File: config.mk
export PLATFORM = sky130hd
export DESIGN_NAME = acc4_seq
export DESIGN_NICKNAME = d
export VERILOG_FILES = /design/src/rtl/acc4_seq.sv
export SDC_FILE = /design/constraint.sdc
export NUM_CORES = 1
export LEC_CHECK = 0
export BUFFER_PORTS_ARGS = -buffer_cell sky130_fd_sc_hd__buf_2
export CAP_MARGIN = 20
export CORE_MARGIN = 2
export CORE_UTILIZATION = 34
export CTS_CLUSTER_SIZE = 28
export DETAILED_ROUTE_END_ITERATION = 10
export PLACE_DENSITY = 0.53
export SLEW_MARGIN = 20
export SYNTH_ARGS = -nofsm -noshare
export SYNTH_HDL_FRONTEND = slang
export SYNTH_SLANG_ARGS = --single-unit
File: constraint.sdc
create_clock -name clk -period 3.71 [get_ports clk]
set_input_delay 0.5565 -clock clk [delete_from_list [all_inputs] [get_ports clk]]
set_output_delay 0.5565 -clock clk [all_outputs]
set_load 0.05 [all_outputs]
File: src/rtl/acc4_seq.sv
// acc4_seq: accumulates NUM 4-bit beats (with carry-in) per group and presents
// the sum plus a sticky carry flag. Define ACC4_SAT_EN to saturate instead of wrap.
module acc4_seq #(
  parameter int unsigned NUM = 4
) (
  input  logic       clk,
  input  logic       rst,
  input  logic       in_valid,
  output logic       in_ready,
  input  logic [3:0] in_data,
  input  logic       in_ci,
  output logic       out_valid,
  input  logic       out_ready,
  output logic [3:0] out_sum,
  output logic       out_co
);

  localparam int unsigned DW = 4;
  localparam int unsigned CW = 4;

  typedef enum logic [1:0] {
    IDLE,
    ACC,
    DONE
  } state_t;

  state_t          state_q, state_d;
  logic [DW-1:0]   acc_q, acc_d;
  logic [CW-1:0]   cnt_q, cnt_d;
  logic            sticky_q, sticky_d;
  logic            beat;
  logic            last;
  logic [DW:0]     sum5;

  // Beats are refused while in reset and while a result is waiting.
  assign in_ready = ~rst & (state_q != DONE);
  assign beat     = in_valid & in_ready;
  assign sum5     = (DW+1)'(acc_q) + (DW+1)'(in_data) + (DW+1)'(in_ci);
  assign last     = (cnt_q == CW'(NUM - 1));

  // Next-state and datapath update.
  always_comb begin
    state_d  = state_q;
    acc_d    = acc_q;
    cnt_d    = cnt_q;
    sticky_d = sticky_q;
    case (state_q)
      IDLE, ACC: begin
        if (beat) begin
          acc_d = sum5[DW-1:0];
`ifdef ACC4_SAT_EN
          if (sum5[DW] || sticky_q) acc_d = '1;
`endif
          sticky_d = sticky_q | sum5[DW];
          cnt_d    = cnt_q + CW'(1);
          state_d  = last ? DONE : ACC;
        end
      end
      DONE: begin
        if (out_ready) begin
          state_d  = IDLE;
          acc_d    = '0;
          cnt_d    = '0;
          sticky_d = 1'b0;
        end
      end
      default: state_d = IDLE;
    endcase
  end

  // State register; reset discards any partial group.
  always_ff @(posedge clk) begin
    if (rst) begin
      state_q  <= IDLE;
      acc_q    <= '0;
      cnt_q    <= '0;
      sticky_q <= 1'b0;
    end else begin
      state_q  <= state_d;
      acc_q    <= acc_d;
      cnt_q    <= cnt_d;
      sticky_q <= sticky_d;
    end
  end

  // Result outputs decode straight from flops and read zero when not valid.
  assign out_valid = (state_q == DONE);
  assign out_sum   = out_valid ? acc_q : '0;
  assign out_co    = out_valid & sticky_q;

endmodule

Yosys cells after proc, flatten, opt, wreduce, memory -nomap -nowiden
Cells that the tools add are included.
{"block": "word_totals", "ff_bits": 11, "out_inout_bits": 7}
{"block": "classes", "bitwise": 5, "eq_ne": 6, "add_sub_neg": 3, "mux": 13, "n_reduce_logical": 5}
{"operator": "two-way mux 4 bit", "n": 4}
{"operator": "case mux 4 bit (2 select lines)", "n": 2}
{"operator": "two-way mux 2 bit", "n": 3}
{"operator": "adder 4 x 4 -> 5 bit", "n": 1}
{"operator": "adder 5 x 1 -> 5 bit", "n": 1}
{"operator": "adder 4 x 1 -> 4 bit, second input constant", "n": 1}
{"operator": "== test 4 x 2 -> 1 bit, second input constant", "n": 1}
{"operator": "inequality test 2 bit, second input constant", "n": 2}
{"operator": "case mux 2 bit (2 select lines)", "n": 1}
{"operator": "bitwise AND 1 bit", "n": 3}
{"operator": "AND reduction 3 bit", "n": 1}
{"operator": "== test 2 x 1 -> 1 bit, second input constant", "n": 1}
{"operator": "== test 2 bit, second input constant", "n": 1}
{"operator": "logical NOT 2 bit", "n": 1}
{"operator": "two-way mux 1 bit", "n": 2}
{"operator": "inequality test 2 x 1 -> 1 bit, second input constant", "n": 1}
{"operator": "case mux 1 bit (2 select lines)", "n": 1}
{"operator": "AND reduction 2 bit", "n": 1}
{"operator": "nonzero test 2 bit", "n": 1}
{"operator": "OR reduction 2 bit", "n": 1}
{"operator": "inverter 1 bit", "n": 1}
{"operator": "bitwise OR 1 bit", "n": 1}

Logic depth before layout (Yosys ltp)
Gate-level depths: netlist (run 1).
{"block": "logic_depth", "depth_word": 5, "mapped_depth": 5}

Worst setup path after synthesis (run 1)
OpenSTA, ideal clock, no wires.
{"block": "synth_path", "kind": "flip-flop to output port", "from": "reg state_q[0]", "to": "out in_ready", "required_ns": 3.154, "stages_incl_launch_ff": 4, "arrival_ns": 1.708, "path_slack_ns": 1.446, "path_buffers": 0, "cell_sequence": "dfxtp_1 nand2b_1 clkinv_1 nor2_1"}
{"block": "synth_between", "elab_chain_cells": 2}
{"item": "start: declaration", "line_no": "27", "rtl": "state_t state_q, state_d;"}
{"item": "start signal: assignment", "line_no": "79", "rtl": "state_q <= state_d;"}
{"item": "inequality test 2 bit", "line_no": "36", "rtl": "assign in_ready = ~rst & (state_q != DONE);"}
{"item": "bitwise AND 1 bit", "line_no": "36"}
{"item": "end: declaration", "line_no": "9", "rtl": "output logic in_ready,"}
No other way between the ends.

Final worst setup path (run 1)
{"block": "layout_path", "from": "reg state_q[0]", "to": "out out_co"}
{"block": "layout_between", "elab_chain_cells": 2}
{"item": "== test 2 bit", "line_no": "87", "rtl": "assign out_valid = (state_q == DONE);"}
{"item": "bitwise AND 1 bit", "line_no": "89", "rtl": "assign out_co = out_valid & sticky_q;"}
{"item": "end: declaration", "line_no": "15", "rtl": "output logic out_co"}
No other way between the ends.

==> flow_summary_export.csv, run 1 <==
group,metric,value,unit
placed_design,dpl_cell_area,711.9,sq um
timing,max_freq,0.4935,GHz
setup_path,r2r-start,"acc_q[0]$_SDFFE_PP0P_",
floorplanning,core.rowCount,15,
setup_path,cp.arrival,1.47,ns
setup_path,worstSetupEndpointType,"output port",
setup_path,crit_chain,"nand2b_1 > clkinv_1 > and2_1 > buf_2",
global_route,grt_start_max_net_pins,11,
final_layout,areaGrowthSynthToFinish,18.71,%
yosys,synth-seq-area-share,35.41,%
timing,slew_headroom,37.56,%
final_layout,layout_common_cells,"buf_2, dfxtp_1, and2_1, a21oi_1",
setup_path,reg2reg_slack,2.02,ns
clock_tree,cts_tree,"yes",
yosys,async_reset_ff_share,0,%
route,avgViaCountPerCell,5.066,
route,dr.pass1.iters,4,
timing,fin_ws,1.684,ns
timing,skew,0.003722,ns
setup_path,worst_setup_path_start_kind,"register",
route,via_count,537,
floorplanning,die_y,46.77,um
floorplanning,io-pin-count,16,
yosys,synth_flop_cell,"dfxtp_1",
route,wl_met1,667,um
hold_path,holdCritPathClass,"reg2reg",
setup_path,required,3.15,ns
yosys,syn-instance-count,64,
yosys,ys_warn_count,0,
setup_path,cp-endpoint,"out_co",
setup_path,critical-path-max-stage-delay,0.35,ns
yosys,ys_seq_elements,11,
setup_path,critPathLaunch,"state_q[0]$_SDFFE_PP0P_",
placed_design,gp_congestion,0.7921,
setup_path,crit_cells,4,
global_route,grt_overflow,0,
timing,setup_violations,0,
timing,rsz0062_at_grt,"no",
setup_path,crit_family,"buffers and inverters",
yosys,avgSynthCellArea,9.716,sq um
setup_path,r2r.worst_path.cells,5,
final_layout,final_nets,97,
final_layout,design_area,738.2,sq um
clock_tree,clockBufferDepth,2,
placed_design,port_buffers,15,
route,drt-initial-drc-count,7,
global_route,grt_pass1_vias,515,
clock_tree,clk_latency,0.27,ns
hold_path,hold_path_depth,1,
route,route.met3.wl,61,um
yosys,synth_area,621.8,sq um
placed_design,dp.final_hpwl,977.8,um
final_layout,final_common_cell,"buf_2",
flow_run,cap_violations,0,
floorplanning,die_w,46.77,um
setup_path,worstPathMaxFanout,10,
route,topRoutingLayerUsed,"met4",
global_route,grt_antenna_before_repair,0,
floorplanning,start_util,36.01,%
final_layout,diodes,0,
timing,fin_tns_setup,0,ns
floorplanning,die_area,2187,sq um
power,ir_drop,222.5,uV
timing,slew_violations,0,
clock_tree,ctsHoldBuffers,0,
setup_path,r2r-end,"sticky_q$_SDFFE_PP0P_",
route,wirelength,1.363,mm
route,wl_per_cell,12.86,um
global_route,grt_pass1_wl,2.256,mm
yosys,synth_edf_count,0,
clock_tree,clkSlewWorstSetupHoldPaths,0.07,ns
clock_tree,cts-resized-gates,0,
status,status,"finished, final reports clean",
clock_tree,cts-root-buf,"clkbuf_4",
floorplanning,coreArea,1727,sq um
clock_tree,clock-sinks,11,
placed_design,post-place-ws,1.606,ns
setup_path,critPathKind,"reg2out",
route,drc_errors,0,
timing,final.min_clock_period,2.026,ns
power,powerDensity,363.2,nW/um^2
global_route,track_usage,15.23,%
clock_tree,cts_made_buffers,3,
yosys,yosysUniqueCellTypes,31,
timing,tightest_slew,0.9346,ns
clock_tree,cts_setup_buffers,0,
route,dr_wl_met2,621,um
clock_tree,htree_levels,1,
final_layout,drive_gt1_share,22.22,%
setup_path,cp_slowest_cell,"dfxtp_1",
final_layout,fillCellCount,182,
yosys,syn_nets,79,
power,leakage,0.0003230,uW
timing,hold_violations,0,
timing,timing.final.crit_share,54.62,%
route,ant_nets,0,
setup_path,critPathBufInv,2,
## flip-flops by register name, indices dropped and copies added (netlist names)
signal    count
sticky_q      1
state_q       2
acc_q         4
cnt_q         4
## metal layers
| metal | vias up | GRT usage, % |
|---|---|---|
| li1 | 275 | - |
| met2 | 12 | 23.29 |
| met3 | 2 | 5.769 |
| met5 | - | 0 |
| met1 | 248 | 19.19 |
| met4 | 0 | 6.667 |
## area by class of cell
cell class | instances | area [sq um] | share of cell area (%)
Clock buffer | 4 | 26.28 | 3.559
Inverter | 2 | 7.507 | 1.017
Multi-Input combinational cell | 49 | 377.9 | 51.19
Sequential cell | 11 | 220.2 | 29.83
Tap cell | 25 | 31.28 | 4.237
Timing Repair Buffer | 15 | 75.07 | 10.17
## how the worst min path moves through the flow
stage / start / end / slack, ns
6_report: sticky_q$_SDFFE_PP0P_ / sticky_q$_SDFFE_PP0P_ / 0.46
5_1_grt: sticky_q$_SDFFE_PP0P_ / sticky_q$_SDFFE_PP0P_ / 0.48
4_1_cts: sticky_q$_SDFFE_PP0P_ / sticky_q$_SDFFE_PP0P_ / 0.47
3_5_place_dp: sticky_q$_SDFFE_PP0P_ / sticky_q$_SDFFE_PP0P_ / 0.45
3_3_place_gp: sticky_q$_SDFFE_PP0P_ / sticky_q$_SDFFE_PP0P_ / 0.44
2_1_floorplan: sticky_q$_SDFFE_PP0P_ / sticky_q$_SDFFE_PP0P_ / 0.42
## synth_stat cells (all sizes together), types with 2 or more instances
library cell / instances / area, sq um
a21oi: 5 / 25.02
a22o: 3 / 26.28
and2: 5 / 31.28
buf: 2 / 16.26
dfxtp: 11 / 220.2
fa: 2 / 40.04
ha: 4 / 50.05
nand2: 2 / 7.510
nand2b: 2 / 12.51
nand3: 4 / 20.02
nand3b: 2 / 15.01
nor2: 2 / 7.510
nor3b: 3 / 22.52
## per-stage QoR
stage | instances | utilization [%] | power [uW] | hold slack (ns)
after floorplan | 64 | - | 172.0 | 0.4242
after global placement | 102 | 41.23 | 186.4 | 0.4432
after detailed placement | 102 | 41.23 | 186.3 | 0.4497
after CTS | 106 | 42.75 | 272.0 | 0.4676
after global routing | 106 | 42.75 | 285.5 | 0.4769
final | 106 | 42.75 | 268.1 | 0.4596
## power by group
| part | switching, uW | leakage, uW | internal, uW | total (uW) |
|---|---|---|---|---|
| combinational | 25.8 | 0.000218 | 23.4 | 49.1 |
| clock | 42.9 | 0.0000150 | 41.7 | 84.5 |
| sequential | 7.31 | 0.0000900 | 127 | 134 |
| total | 75.9 | 0.000323 | 192 | 268 |
## kinds of logic (layout without fill, tap and decap cells)
| logic type | after synthesis | count (layout) | share of synthesized area [%] |
|---|---|---|---|
| compound gates | 19 | 19 | 22.14 |
| xor+xnor | 1 | 1 | 1.409 |
| fa+ha+maj | 6 | 6 | 14.49 |
| buf+inv | 4 | 21 | 3.821 |
| flops | 11 | 11 | 35.41 |
| simple gates | 23 | 23 | 22.74 |
Power figures use the tool's default switching activity.
==> run 2, diff against run 1 <==
- clock period: 3.71 -> 2.1 ns (I/O delays scaled with it)
==> flow_summary_export.csv, run 2 (synthesis gave the netlist of run 1 again) <==
group,metric,value,unit
global_route,track_usage,15.18,%
timing,slew_headroom,79.46,%
power,ir_drop,319.7,uV
final_layout,top_regs,"acc_q: 4 flops, cnt_q: 4 flops, state_q: 2 flops",
timing,fin_ws,0.2949,ns
clock_tree,cts_setup_buffers,0,
route,avgViaCountPerCell,4.972,
power,swShare,27.53,%
hold_path,hold_path_depth,2,
clock_tree,htree_levels,1,
timing,final.min_clock_period,1.805,ns
route,wl_per_cell,11.93,um
route,dr.pass1.iters,3,
route,drt-initial-drc-count,14,
placed_design,post-place-ws,0.2781,ns
placed_design,dp.final_hpwl,971.8,um
timing,timing.final.crit_share,85.96,%
placed_design,port_buffers,15,
final_layout,drive_gt1_share,24.10,%
clock_tree,clkSlewWorstSetupHoldPaths,0.08,ns
flow_run,cap_violations,0,
clock_tree,cts_tree,"yes",
timing,slew_violations,0,
power,p_int,341.7,uW
setup_path,worst_setup_path_start_kind,"register",
setup_path,required,1.78,ns
final_layout,areaGrowthSynthToFinish,21.13,%
timing,hold_violations,0,
route,wirelength,1.288,mm
global_route,grt_pass1_vias,510,
final_layout,diodes,0,
timing,rsz0062_at_grt,"no",
status,status,"finished, final reports clean",
clock_tree,cts-resized-gates,0,
placed_design,dpl.cell_count,104,
floorplanning,die_y,46.77,um
clock_tree,clock-sinks,11,
clock_tree,clockBufferDepth,2,
power,power_frac_comb,18.8,%
final_layout,final_common_cell,"buf_2",
power,clkPwrFrac,31.0,%
global_route,grt_start_max_net_pins,11,
route,ant_nets,0,
final_layout,final_cells,108,
setup_path,worstSetupEndpointType,"output port",
route,drc_errors,0,
global_route,grt_antenna_before_repair,0,
floorplanning,coreArea,1727,sq um
floorplanning,io-pin-count,16,
setup_path,r2r.worst_path.cells,5,
final_layout,layout_common_cells,"buf_2, dfxtp_1, and2_1, a21oi_1",
clock_tree,ctsHoldBuffers,0,
setup_path,cp.arrival,1.49,ns
final_layout,fillCellCount,180,
placed_design,gp_congestion,0.7627,
floorplanning,die_w,46.77,um
clock_tree,clk_latency,0.27,ns
timing,setup_violations,0,
floorplanning,core.rowCount,15,
setup_path,critPathKind,"reg2out",
setup_path,worstPathMaxFanout,10,
timing,tightest_slew,0.3003,ns
power,powerDensity,626.1,nW/um^2
floorplanning,start_util,36.01,%
power,power_switching,129.8,uW
global_route,grt_pass1_wl,2.318,mm
power,leakage,0.0003333,uW
hold_path,holdCritPathClass,"in2reg",
power,pwr-share-seq,50.2,%
timing,max_freq,0.5540,GHz
clock_tree,cts-root-buf,"clkbuf_4",
global_route,grt_overflow,0,
clock_tree,cts_made_buffers,3,
timing,fin_tns_setup,0,ns
final_layout,final_nets,99,
floorplanning,die_area,2187,sq um
timing,skew,0.008228,ns
route,via_count,537,
## run 2: changes by cell type in the layout (fill, tap and decap cells not counted), sizes merged
cell,change
buf,+2
## run 2: power groups by stage
stage	Clock (uW)	Sequential (uW)	Combinational, uW
after floorplan	0	239	65.0
after global placement	0	242	88.2
after detailed placement	0	242	88.1
after CTS	151	237	89.0
after global routing	163	241	104
final	146	237	88.4
## run 2: cell type report
| cell class | count | area [sq um] | area share (%) |
|---|---|---|---|
| Clock buffer | 4 | 26.28 | 3.488 |
| Inverter | 2 | 7.507 | 0.9967 |
| Multi-Input combinational cell | 49 | 377.9 | 50.17 |
| Sequential cell | 11 | 220.2 | 29.24 |
| Tap cell | 25 | 31.28 | 4.153 |
| Timing Repair Buffer | 17 | 90.09 | 11.96 |
## run 2: layer usage
metal / up-vias / wire (um) / track usage, %
li1: 280 / - / -
met1: 242 / 649 / 20.66
met2: 13 / 552 / 22.19
met3: 2 / 73 / 5.769
met4: 0 / 12 / 5.000
met5: - / 0 / 0
## run 2: per-stage QoR
stage	cell area (sq um)	total power, uW	hold WS (ns)	util, %
2_1_floorplan	621.8	303.9	0.4173	-
3_3_place_gp	726.9	330.4	0.4571	42.10
3_5_place_dp	726.9	330.0	0.4403	42.10
4_1_cts	753.2	477.1	0.2836	43.62
5_1_grt	753.2	507.0	0.3042	43.62
6_report	753.2	471.6	0.2876	43.62
## run 2: final timing paths
kind                      startpoint                      end  slack (ns)
min                         in_valid  state_q[0]$_SDFFE_PP0P_        0.29
max reg2reg    acc_q[0]$_SDFFE_PP0P_    sticky_q$_SDFFE_PP0P_        0.42
min reg2reg    sticky_q$_SDFFE_PP0P_    sticky_q$_SDFFE_PP0P_        0.46
max          state_q[0]$_SDFFE_PP0P_                   out_co        0.29
## run 2: critical path: stages (launching register included)
cell	delay (ns)
dfxtp_1	0.35
nand2b_1	0.15
clkinv_1	0.25
and2_1	0.25
buf_2	0.20
